## src/rtl/otter_branch_predictor.sv

```systemverilog
// otter_branch_predictor: direct-mapped BTB with saturating direction counters and resolution statistics
module otter_branch_predictor #(
    parameter int ENTRIES = 16,
    parameter int TAG_W   = 8,
    parameter int CTR_W   = 2,
    parameter int CNT_W   = 16
) (
    input  logic             CLK,
    input  logic             RST,
    input  logic [31:0]      IF_PC,
    output logic             PRED_TAKEN,
    output logic [31:0]      PRED_TARGET,
    input  logic             UPD_VALID,
    input  logic             UPD_COND,
    input  logic [31:0]      UPD_PC,
    input  logic             UPD_TAKEN,
    input  logic [31:0]      UPD_TARGET,
    input  logic             UPD_PRED_TAKEN,
    input  logic [31:0]      UPD_PRED_TGT,
    output logic             MISPREDICT,
    output logic [31:0]      REDIRECT_PC,
    output logic [CNT_W-1:0] BR_CNT,
    output logic [CNT_W-1:0] MISS_CNT
);
    localparam int IDX_W = $clog2(ENTRIES);
    localparam logic [CTR_W-1:0] CTR_MAX = '1;
    localparam logic [CTR_W-1:0] CTR_WT  = CTR_W'(1 << (CTR_W - 1));
    localparam logic [CTR_W-1:0] CTR_WNT = CTR_W'((1 << (CTR_W - 1)) - 1);

    logic             valid_q [ENTRIES];
    logic [TAG_W-1:0] tag_q   [ENTRIES];
    logic [29:0]      tgt_q   [ENTRIES];
    logic [CTR_W-1:0] ctr_q   [ENTRIES];

    logic [IDX_W-1:0] if_idx, upd_idx;
    logic [TAG_W-1:0] if_tag, upd_tag;
    logic             if_hit, upd_hit, upd_write, tgt_write;
    logic [CTR_W-1:0] upd_ctr, ctr_nxt;

    assign if_idx  = IF_PC[IDX_W+1:2];
    assign if_tag  = IF_PC[IDX_W+TAG_W+1:IDX_W+2];
    assign upd_idx = UPD_PC[IDX_W+1:2];
    assign upd_tag = UPD_PC[IDX_W+TAG_W+1:IDX_W+2];

    assign if_hit      = valid_q[if_idx] && tag_q[if_idx] == if_tag;
    assign PRED_TAKEN  = if_hit && ctr_q[if_idx][CTR_W-1];
    assign PRED_TARGET = PRED_TAKEN ? {tgt_q[if_idx], 2'b00} : IF_PC + 32'd4;

    assign MISPREDICT  = UPD_VALID && (UPD_TAKEN != UPD_PRED_TAKEN || (UPD_TAKEN && UPD_TARGET != UPD_PRED_TGT));
    assign REDIRECT_PC = UPD_TAKEN ? UPD_TARGET : UPD_PC + 32'd4;

    assign upd_hit = valid_q[upd_idx] && tag_q[upd_idx] == upd_tag;
    assign upd_ctr = ctr_q[upd_idx];

    // Jumps pin the counter high; fresh conditional entries start weakly taken.
    always_comb begin
        ctr_nxt = !UPD_COND ? CTR_MAX :
                  !upd_hit  ? CTR_WT  :
                  UPD_TAKEN ? (upd_ctr == CTR_MAX ? upd_ctr : upd_ctr + 1'b1) :
                              (upd_ctr == '0 ? upd_ctr : upd_ctr - 1'b1);
    end

    assign upd_write = UPD_VALID && (upd_hit || UPD_TAKEN);
    assign tgt_write = UPD_TAKEN || !UPD_COND;

    always_ff @(posedge CLK) begin
        if (!RST) begin
            for (int i = 0; i < ENTRIES; i++) begin
                valid_q[i] <= 1'b0;
                ctr_q[i]   <= CTR_WNT;
            end
            BR_CNT   <= '0;
            MISS_CNT <= '0;
        end else begin
            if (upd_write) begin
                valid_q[upd_idx] <= 1'b1;
                tag_q[upd_idx]   <= upd_tag;
                ctr_q[upd_idx]   <= ctr_nxt;
                if (tgt_write) tgt_q[upd_idx] <= UPD_TARGET[31:2];
            end
            if (UPD_VALID && BR_CNT != '1) BR_CNT <= BR_CNT + 1'b1;
            if (MISPREDICT && MISS_CNT != '1) MISS_CNT <= MISS_CNT + 1'b1;
        end
    end
endmodule

```

## config.mk

```make
export PLATFORM = sky130hd
export DESIGN_NAME = otter_branch_predictor
export DESIGN_NICKNAME = d
export VERILOG_FILES = /design/src/rtl/otter_branch_predictor.sv
export SDC_FILE = /design/constraint.sdc
export NUM_CORES = 1
export LEC_CHECK = 0
export ABC_CLOCK_PERIOD_IN_PS = 14350
export BUFFER_PORTS_ARGS = -buffer_cell sky130_fd_sc_hd__buf_2
export CORE_MARGIN = 2
export CORE_UTILIZATION = 40
export CTS_CLUSTER_SIZE = 40
export DETAILED_ROUTE_END_ITERATION = 10
export PLACE_DENSITY_LB_ADDON = 0.25
export SKIP_LAST_GASP = 1
export SYNTH_ARGS = -nofsm -noshare
export SYNTH_HDL_FRONTEND = slang
export SYNTH_SLANG_ARGS = --single-unit
```

## constraint.sdc

```tcl
create_clock -name CLK -period 14.35 [get_ports CLK]
set_input_delay 0 -clock CLK [delete_from_list [all_inputs] [get_ports CLK]]
set_output_delay 0 -clock CLK [all_outputs]
set_load 0.02 [all_outputs]
```

==> results of run 1 <==
-- what timing repair did --
item | 4_1_cts | 5_1_grt
hold buffers | 40 | 0
resized for setup | 0 | 0
endpoints found under the hold margin | 613 | 0
-- cell families (layout without fill, tap and decap cells) --
| group | count (synthesis) | count (layout) | share of synthesized area (%) |
|---|---|---|---|
| DFF | 688 | 688 | 66.26 |
| AOI/OAI and AO/OA | 129 | 129 | 2.671 |
| xor gates and xnor gates | 119 | 119 | 3.422 |
| muxes | 307 | 307 | 19.27 |
| buffers and inverters | 128 | 464 | 1.964 |
| and+or+nand+nor | 374 | 374 | 6.056 |
| adders and majority gates | 9 | 9 | 0.3533 |
-- power groups by stage --
stage	Sequential [mW]	Clock [mW]	Combinational [mW]
final	2.22	1.89	0.336
after floorplan	2.26	0	0.196
after CTS	2.21	1.93	0.340
after global placement	2.26	0	0.326
after detailed placement	2.26	0	0.330
after global routing	2.21	2.01	0.360
-- cells in the mapped netlist (all sizes together), types with 6 or more instances --
cell type / n
o21ai: 74
nand3: 44
mux4: 219
xor2: 65
nand4: 39
o31ai: 6
nand2b: 13
a21oi: 12
mux2: 44
edfxtp: 640
nor2b: 8
buf: 54
nor4: 18
or3: 6
nand2: 111
xnor2: 54
inv: 19
and3: 18
ha: 7
a211oi: 8
mux2i: 44
nor2: 56
nor3: 41
clkbuf: 55
dfxtp: 48
-- per-stage QoR --
stage	hold WS, ps	power (mW)	setup WS [ps]	cells
floorplan	98.87	2.451	9641	1754
global placement	330.0	2.582	10020	2886
detailed placement	321.9	2.587	9865	2886
CTS	78.49	4.486	9855	3068
global route	118.3	4.587	9820	3068
finish	125.9	4.446	10090	3068
-- critical path: stages --
cell     delay [ps]
buf_6           500
buf_4           780
and2_1          320
nand4_1         510
nor4_1          910
and3_1          340
nand3_1         120
xnor2_1         320
mux2_2          240
buf_2           170
-- final timing paths --
kind / start / endpoint / slack, ps / depth (start not counted)
max: IF_PC[3] / PRED_TARGET[31] / 10090 / 10
min: UPD_COND / ctr_q[2][0] / 130 / 4
max reg2reg: tag_q[6][4] / tgt_q[15][7] / 10430 / 9
min reg2reg: valid_q[10] / valid_q[10] / 470 / 2
-- cell usage in the layout, fill, tap and decap left out, types with 6 or more instances in the layout --
| master | n |
|---|---|
| clkinv_2 | 11 |
| buf_2 | 227 |
| xnor2_1 | 54 |
| nor3_1 | 25 |
| clkinv_1 | 18 |
| nand4_1 | 39 |
| nand3_1 | 44 |
| inv_1 | 18 |
| mux2i_1 | 44 |
| mux4_2 | 219 |
| ha_1 | 7 |
| nor3_2 | 16 |
| nand2b_1 | 13 |
| mux2_2 | 44 |
| xor2_1 | 65 |
| dfxtp_1 | 48 |
| a211oi_1 | 8 |
| edfxtp_1 | 640 |
| buf_4 | 33 |
| clkbuf_1 | 20 |
| nor2b_1 | 8 |
| or3_1 | 6 |
| clkbuf_16 | 79 |
| nor4_1 | 17 |
| nor2_1 | 56 |
| a21oi_1 | 12 |
| dlygate4sd3_1 | 40 |
| and3_1 | 18 |
| nand2_1 | 111 |
| o31ai_1 | 6 |
| o21ai_0 | 69 |
-- sequential cells by signal, summed over array words and instances, names as in the netlist --
signal and cells:
BR_CNT 16, MISS_CNT 16, ctr_q 32, tag_q 128, tgt_q 480, valid_q 16
-- metal layers --
layer	part of all wire (%)	vias to the layer above	global-route usage [%]	wire, um
met3	7.8	126	3.461	6478
met1	43	9305	30.25	35540
li1	-	7620	-	-
met5	0.078	-	0.6254	65
met2	47	850	33.56	39160
met4	2.4	2	6.431	2024
-- final cells by class --
class / instances / area (um2) / share of cell area [%]
multi-input cells: 938 / 9771 / 27.51
flip-flops and latches: 688 / 20180 / 56.81
repair buffers: 303 / 1831 / 5.154
clock inverters: 41 / 364.1 / 1.025
well taps: 978 / 1224 / 3.445
inverters: 19 / 71.32 / 0.2008
clock buffers: 101 / 2079 / 5.855
==> results.toml, run 1 <==
[status]
status = "completed"

[timing]
worstMarginPinSlew_ps = 1182
max_slew_margin_pct = 20.90
min_period_over_period_pct = 29.68
finalMaxSlewViolations = 0
setup_viol = 0
setup_tns_ps = 0
min_period_ps = 4259
rsz0062_at_grt = "false"
fmaxAchievable_ghz = 0.2348
finalHoldViolations = 0
fin_skew_ps = 34.79

[power_and_ir_drop]
power_frac_comb_pct = 7.6
power_frac_seq_pct = 49.8
leakagePower_nw = 11.66
switching_share_pct = 22.57
p_sw_mw = 1.003
pwr-share-clk_pct = 42.6
powerDensity_nw_per_um2 = 125.2
p_int_mw = 3.443
vdd_ir_drop_max_uv = 91.77

[floorplan]
die_x_um = 279.9
fp.dieH_um = 279.9
core_area_um2 = 75700
rows = 101
pin_count = 232
initial_core_util_pct = 40.23
die-area_um2 = 78360

[yosys]
synth-main-ff-cell = "edfxtp_1"
synth-seq-cells = 688
async_reset_ff_share_pct = 0
ys_seq_area_share_pct = 66.26
ys_types = 57
synth-edff-count = 640
ys.warnings.count = 0
netlist.area_leader.share_pct = 63.11
synth_area_leader_cell = "edfxtp_1"
netlist_area_um2 = 30450
synthCells = 1754
syn_nets = 1895
avgSynthCellArea_um2 = 17.36
synth_area_leaders = "edfxtp_1, mux4_2, dfxtp_1"

[setup_path]
worstPathArrival_ps = 4260
worstPathMaxFanout = 63
worst_setup_path_start_kind = "input port"
setup.worst_path.class = "in2out"
critPathCaptureType = "output pin"
cp.required_ps = 14350

[layout]
final_util_pct = 46.92
syn_to_final_growth_pct = 16.64
stdcell_area_um2 = 35520
diodes = 0
nets = 2168
nFillCells = 6378
drive_gt1_share_pct = 31.39

[clocking]
clk_latency_ps = 630
cts-buffers-inserted = 77
clk_path_buf_depth = 3
cts.sink_count = 688
cts_root_buf = "clkbuf_16"
path_clk_slew_ps = 60
htreeDepth = 3
cts_tree = "built"
post-cts-setup-buffer-count = 0

[route]
ant_nets = 0
num_vias = 17900
wl_per_cell_um = 27.14
drt-pass1-iter-count = 6
drt-initial-drc-count = 1839
via_per_inst = 5.835
drc = 0
routed_wl_mm = 83.26

[placed_design]
dpl.hpwl_mm = 51.98
placed_area_um2 = 32680
gp_congestion = 0.8615
io_buffer_count = 231

[job]
maxCapViolations = 0

[global_routing]
grt_max_degree = 114
grt_pass1_vias = 17970
global_route.overflow_total = 0
grt.total_usage_pct = 21.21
grt_antenna_before_repair = 2
grt_pass1_wl_mm = 120.6

[hold_path]
hold_class = "in2reg"
Note: power is estimated with default switching activity, not from simulation.
==> inputs of run 2 (changes only) <==
ABC_CLOCK_PERIOD_IN_PS = 4450   (was 14350)
clock period = 4.45 ns   (was 14.35 ns; I/O delays follow)
==> results.toml, run 2 (same netlist as run 1, synthesis figures left out) <==
[clocking]
clk_path_buf_depth = 3
cts_root_buf = "clkbuf_16"
cts.sink_count = 688
path_clk_slew_ps = 60
cts_tree = "built"
htreeDepth = 3
clk_latency_ps = 610
post-cts-setup-buffer-count = 0
cts-buffers-inserted = 76

[floorplan]
rows = 101
pin_count = 232
initial_core_util_pct = 40.23
die-area_um2 = 78360
core_area_um2 = 75700
die_x_um = 279.9
fp.dieH_um = 279.9

[timing]
setup_tns_ps = 0
worstMarginPinSlew_ps = 1207
max_slew_margin_pct = 19.22
rsz0062_at_grt = "false"
min_period_over_period_pct = 88.58
fmaxAchievable_ghz = 0.2537
min_period_ps = 3942
finalMaxSlewViolations = 0
finalHoldViolations = 0
fin_skew_ps = 23.79
setup_viol = 0

[hold_path]
hold_class = "in2reg"

[layout]
final_cell_mix = "edfxtp_1, buf_2, mux4_2"
largest_register_ffs = 480
syn_to_final_growth_pct = 17.53
drive_gt1_share_pct = 32.10
top_register = "tgt_q"
nets = 2190
nFillCells = 6415
final_util_pct = 47.28
final_common_cell = "edfxtp_1"
top_regs = "tgt_q (480), tag_q (128), ctr_q (32)"

[global_routing]
global_route.overflow_total = 0
grt_antenna_before_repair = 4
grt_pass1_wl_mm = 120.7
grt.total_usage_pct = 21.15
grt_max_degree = 73
grt_pass1_vias = 18050

[route]
drc = 0
drt-pass1-iter-count = 5
num_vias = 18000
routed_wl_mm = 82.81
via_per_inst = 5.828
wl_per_cell_um = 26.82
drt-initial-drc-count = 1727
ant_nets = 0

[setup_path]
cp.required_ps = 4750
worst_setup_path_start_kind = "flop"
worstPathMaxFanout = 27
worstPathArrival_ps = 4250
setup.worst_path.class = "reg2reg"
critPathCaptureType = "flop"

[power_and_ir_drop]
switching_share_pct = 22.48
leakagePower_nw = 11.78
vdd_ir_drop_max_uv = 244.5
finalPower_mw = 14.15
powerDensity_nw_per_um2 = 395.3
p_sw_mw = 3.181
power_frac_seq_pct = 50.5
pwr-share-clk_pct = 41.8
p_int_mw = 10.97
power_frac_comb_pct = 7.7

[job]
maxCapViolations = 0

[placed_design]
io_buffer_count = 231
dpl.hpwl_mm = 53.18
gp_congestion = 0.9256

[status]
status = "completed"
-- run 2: cell count changes in the layout (fill, tap and decap cells not counted), sizes merged, moves of 2 or more --
cell    delta
buf       +23
clkinv     -3
inv        +3
clkbuf     -2
-- run 2: path summary, 6_finish.rpt --
kind	end	slack [ps]	from	cells after the start
worst max-delay path	ctr_q[14][1]	510	tag_q[1][4]	9
worst min-delay path	ctr_q[1][0]	200	UPD_PC[4]	4
worst max register to register	ctr_q[14][1]	510	tag_q[1][4]	9
worst min register to register	valid_q[8]	470	valid_q[8]	2
-- run 2: cell type report --
cell class | count | area [um2] | area share (%)
Sequential cell | 688 | 20180 | 56.38
Antenna cell | 1 | 2.502 | 0.006992
Timing Repair Buffer | 326 | 2203 | 6.156
Multi-Input combinational cell | 938 | 9779 | 27.32
Tap cell | 978 | 1224 | 3.419
Inverter | 19 | 71.32 | 0.1993
Clock inverter | 39 | 300.3 | 0.8390
Clock buffer | 99 | 2031 | 5.674
-- run 2: what timing repair did --
action	4_1_cts	5_1_grt
endpoints found under the hold margin	603	0
resized for setup	0	0
hold buffers	40	0
-- run 2: worst max-delay path, cell delays in order (launching register included) --
cell,delay (ps)
edfxtp_1,480
mux4_2,480
mux2i_1,160
mux2_2,380
a41oi_1,280
a2111oi_4,110
a31oi_4,880
buf_4,340
buf_4,290
o21ai_0,200
-- run 2: metrics by stage --
step | setup slack (ps) | hold slack [ps] | cell area, um2 | std cells
final | 508.2 | 199.9 | 35790 | 3088
after global routing | 265.2 | 184.4 | 35790 | 3087
after CTS | 558.7 | 142.7 | 35790 | 3087
after detailed placement | 393.2 | 322.7 | 33060 | 2909
after global placement | 514.8 | 318.3 | 33060 | 2909
after floorplan | -258.6 | 98.87 | 30460 | 1754
-- run 2: layer usage --
layer  track usage [%]  vias to the layer above  wire (um)
li1                  -                     7671          -
met1             29.64                     9388      34840
met2             34.09                      814      39650
met3             3.862                      123       6475
met4             5.800                        0       1833
met5                 0                        -          0
-- run 2: power by group through the flow --
stage	clock (mW)	sequential, mW	combinational, mW
global placement	0	7.28	1.06
CTS	6.05	7.14	1.11
global route	6.30	7.14	1.18
floorplan	0	7.27	0.632
finish	5.91	7.14	1.10
detailed placement	0	7.28	1.08
==> inputs of run 3 (changes only) <==
RECOVER_POWER = 100   (was not set)
==> results.toml, run 3 (same netlist as run 1, synthesis figures left out) <==
[timing]
layout_setup_ws_ps = 337.7
fin_skew_ps = 23.72
setup_viol = 0
min_period_over_period_pct = 92.41
min_period_ps = 4112
finalHoldViolations = 0
worstMarginPinSlew_ps = 2454
max_slew_margin_pct = -63.62
whs_ps = 192.4
fmaxAchievable_ghz = 0.2432
finalMaxSlewViolations = 90
rsz0062_at_grt = "false"

[status]
status = "complete, but fails checks"
violations = "max-capacitance violations, max-slew violations"

[layout]
final_cells = 3089
nets = 2190
seq_area_um2 = 20180
top_regs = "tgt_q (480), tag_q (128), ctr_q (32)"
stdcell_area_um2 = 35570
largest_register_ffs = 480
nFillCells = 6493
drive_gt1_share_pct = 25.23
final_cell_mix = "edfxtp_1, mux4_2, clkbuf_1"
top_register = "tgt_q"
syn_to_final_growth_pct = 16.80
final_common_cell = "edfxtp_1"
multi_input_area_um2 = 9763

[setup_path]
worstPathMaxFanout = 60
setup.worst_path.class = "in2out"
cp_top_family = "buffers and inverters"
cpPeakStageDelay_ps = 810
path_depth = 10
reg2regPathDepth = 9
r2r-start = "tag_q[4][4]"
crit_end = "PRED_TARGET[31]"
crit_buf_inv = 4
worst_setup_path_start_kind = "input port"
crit_chain = "clkbuf_4 -> buf_4 -> a311oi_1 -> a311oi_1 -> a31oi_1 -> o31ai_1 -> nand4_1 -> clkbuf_4 -> mux2_1 -> buf_2"
worstPathArrival_ps = 4110
r2r-end = "tag_q[4][2]"
critPathCaptureType = "output pin"
reg2reg_slack_ps = 440
cp.required_ps = 4450
slowest_stage = "buf_4"
crit_path_start = "IF_PC[3]"

[route]
drt-initial-drc-count = 1727
ant_nets = 0
num_vias = 17970
wl_per_cell_um = 26.81
drt-pass1-iter-count = 5
drc = 0
routed_wl_mm = 82.82
via_per_inst = 5.817

[floorplan]
pin_count = 232
rows = 101
fp.dieH_um = 279.9
die-area_um2 = 78360
die_x_um = 279.9
initial_core_util_pct = 40.23
core_area_um2 = 75700

[clocking]
post-cts-setup-buffer-count = 0
htreeDepth = 3
post_cts_resized = 0
cts.sink_count = 688
cts_hold_buf = 40
cts_tree = "built"
path_clk_slew_ps = 60
cts_root_buf = "clkbuf_16"
cts-buffers-inserted = 76
clk_path_buf_depth = 3
clk_latency_ps = 610

[global_routing]
grt_pass1_wl_mm = 120.7
grt.total_usage_pct = 21.15
grt_max_degree = 73
global_route.overflow_total = 0
grt_pass1_vias = 18050
grt_antenna_before_repair = 2

[power_and_ir_drop]
power_frac_seq_pct = 50.5
p_sw_mw = 3.191
p_int_mw = 10.95
powerDensity_nw_per_um2 = 397.7
finalPower_mw = 14.15
leakagePower_nw = 11.33
power_frac_comb_pct = 7.6
vdd_ir_drop_max_uv = 244.5
switching_share_pct = 22.56
pwr-share-clk_pct = 41.9

[placed_design]
pre_cts_slack_ps = 393.2
place_inst = 2909
dpl.hpwl_mm = 53.18
gp_congestion = 0.9256
placed_area_um2 = 33060
io_buffer_count = 231

[job]
maxCapViolations = 3

[hold_path]
hold_class = "in2reg"
==> run 3: cell count changes in the layout (fill, tap and decap cells not counted), moves of 2 or more <==
| cell | delta |
|---|---|
| buf_2 | -123 |
| o21ai_0 | +4 |
| o21ai_1 | -4 |
| mux2_1 | +5 |
| clkbuf_1 | +136 |
| buf_4 | -14 |
| mux2_2 | -5 |
| clkbuf_4 | +2 |
==> run 3: worst register-to-register path: stages, from the launching register on <==
cell and delay (ps):
edfxtp_1 410, mux4_2 470, mux2i_1 170, xor2_1 330, a41oi_1 230, a2111oi_4 450, a31oi_4 450, buf_4 360
nor2_1 110, clkbuf_1 650
==> run 3: through the flow <==
| stage | setup TNS [ps] | util, % |
|---|---|---|
| 2_1_floorplan | -116310 | - |
| 3_3_place_gp | 0 | 43.67 |
| 3_5_place_dp | 0 | 43.67 |
| 4_1_cts | 0 | 47.28 |
| 5_1_grt | 0 | 46.98 |
| 6_report | 0 | 46.99 |
==> run 3: power groups by stage <==
| stage | Clock [mW] | Sequential (mW) | Combinational [mW] |
|---|---|---|---|
| floorplan | 0 | 7.27 | 0.632 |
| global placement | 0 | 7.28 | 1.06 |
| detailed placement | 0 | 7.28 | 1.08 |
| CTS | 6.05 | 7.14 | 1.11 |
| global route | 6.30 | 7.15 | 1.16 |
| finish | 5.92 | 7.15 | 1.08 |
==> run 3: final cells by class <==
cell class                 count  area share [%]
antenna                        2         0.01407
clock buffer                  99           5.709
clock inverter                39          0.8442
inverter                      19          0.2005
multi-input combinational    938           27.45
sequential                   688           56.73
tap                          978           3.440
timing repair buffer         326           5.614
==> run 3: worst min path at each step <==
stage	startpoint	endpoint	cells after the start
5_1_grt	UPD_PC[4]	ctr_q[3][0]	4
6_report	UPD_PC[4]	ctr_q[1][0]	4
2_1_floorplan	UPD_PC[6]	tag_q[0][0]	0
4_1_cts	UPD_COND	ctr_q[1][0]	4
3_5_place_dp	IF_PC[0]	PRED_TARGET[0]	3
3_3_place_gp	IF_PC[0]	PRED_TARGET[0]	3
==> run 3: metal layers <==
| metal | part of all wire, % | GRT usage [%] |
|---|---|---|
| met5 | 0 | 0 |
| met4 | 2.1 | 5.800 |
| met2 | 48 | 34.09 |
| met3 | 8.2 | 3.862 |
| met1 | 42 | 29.64 |
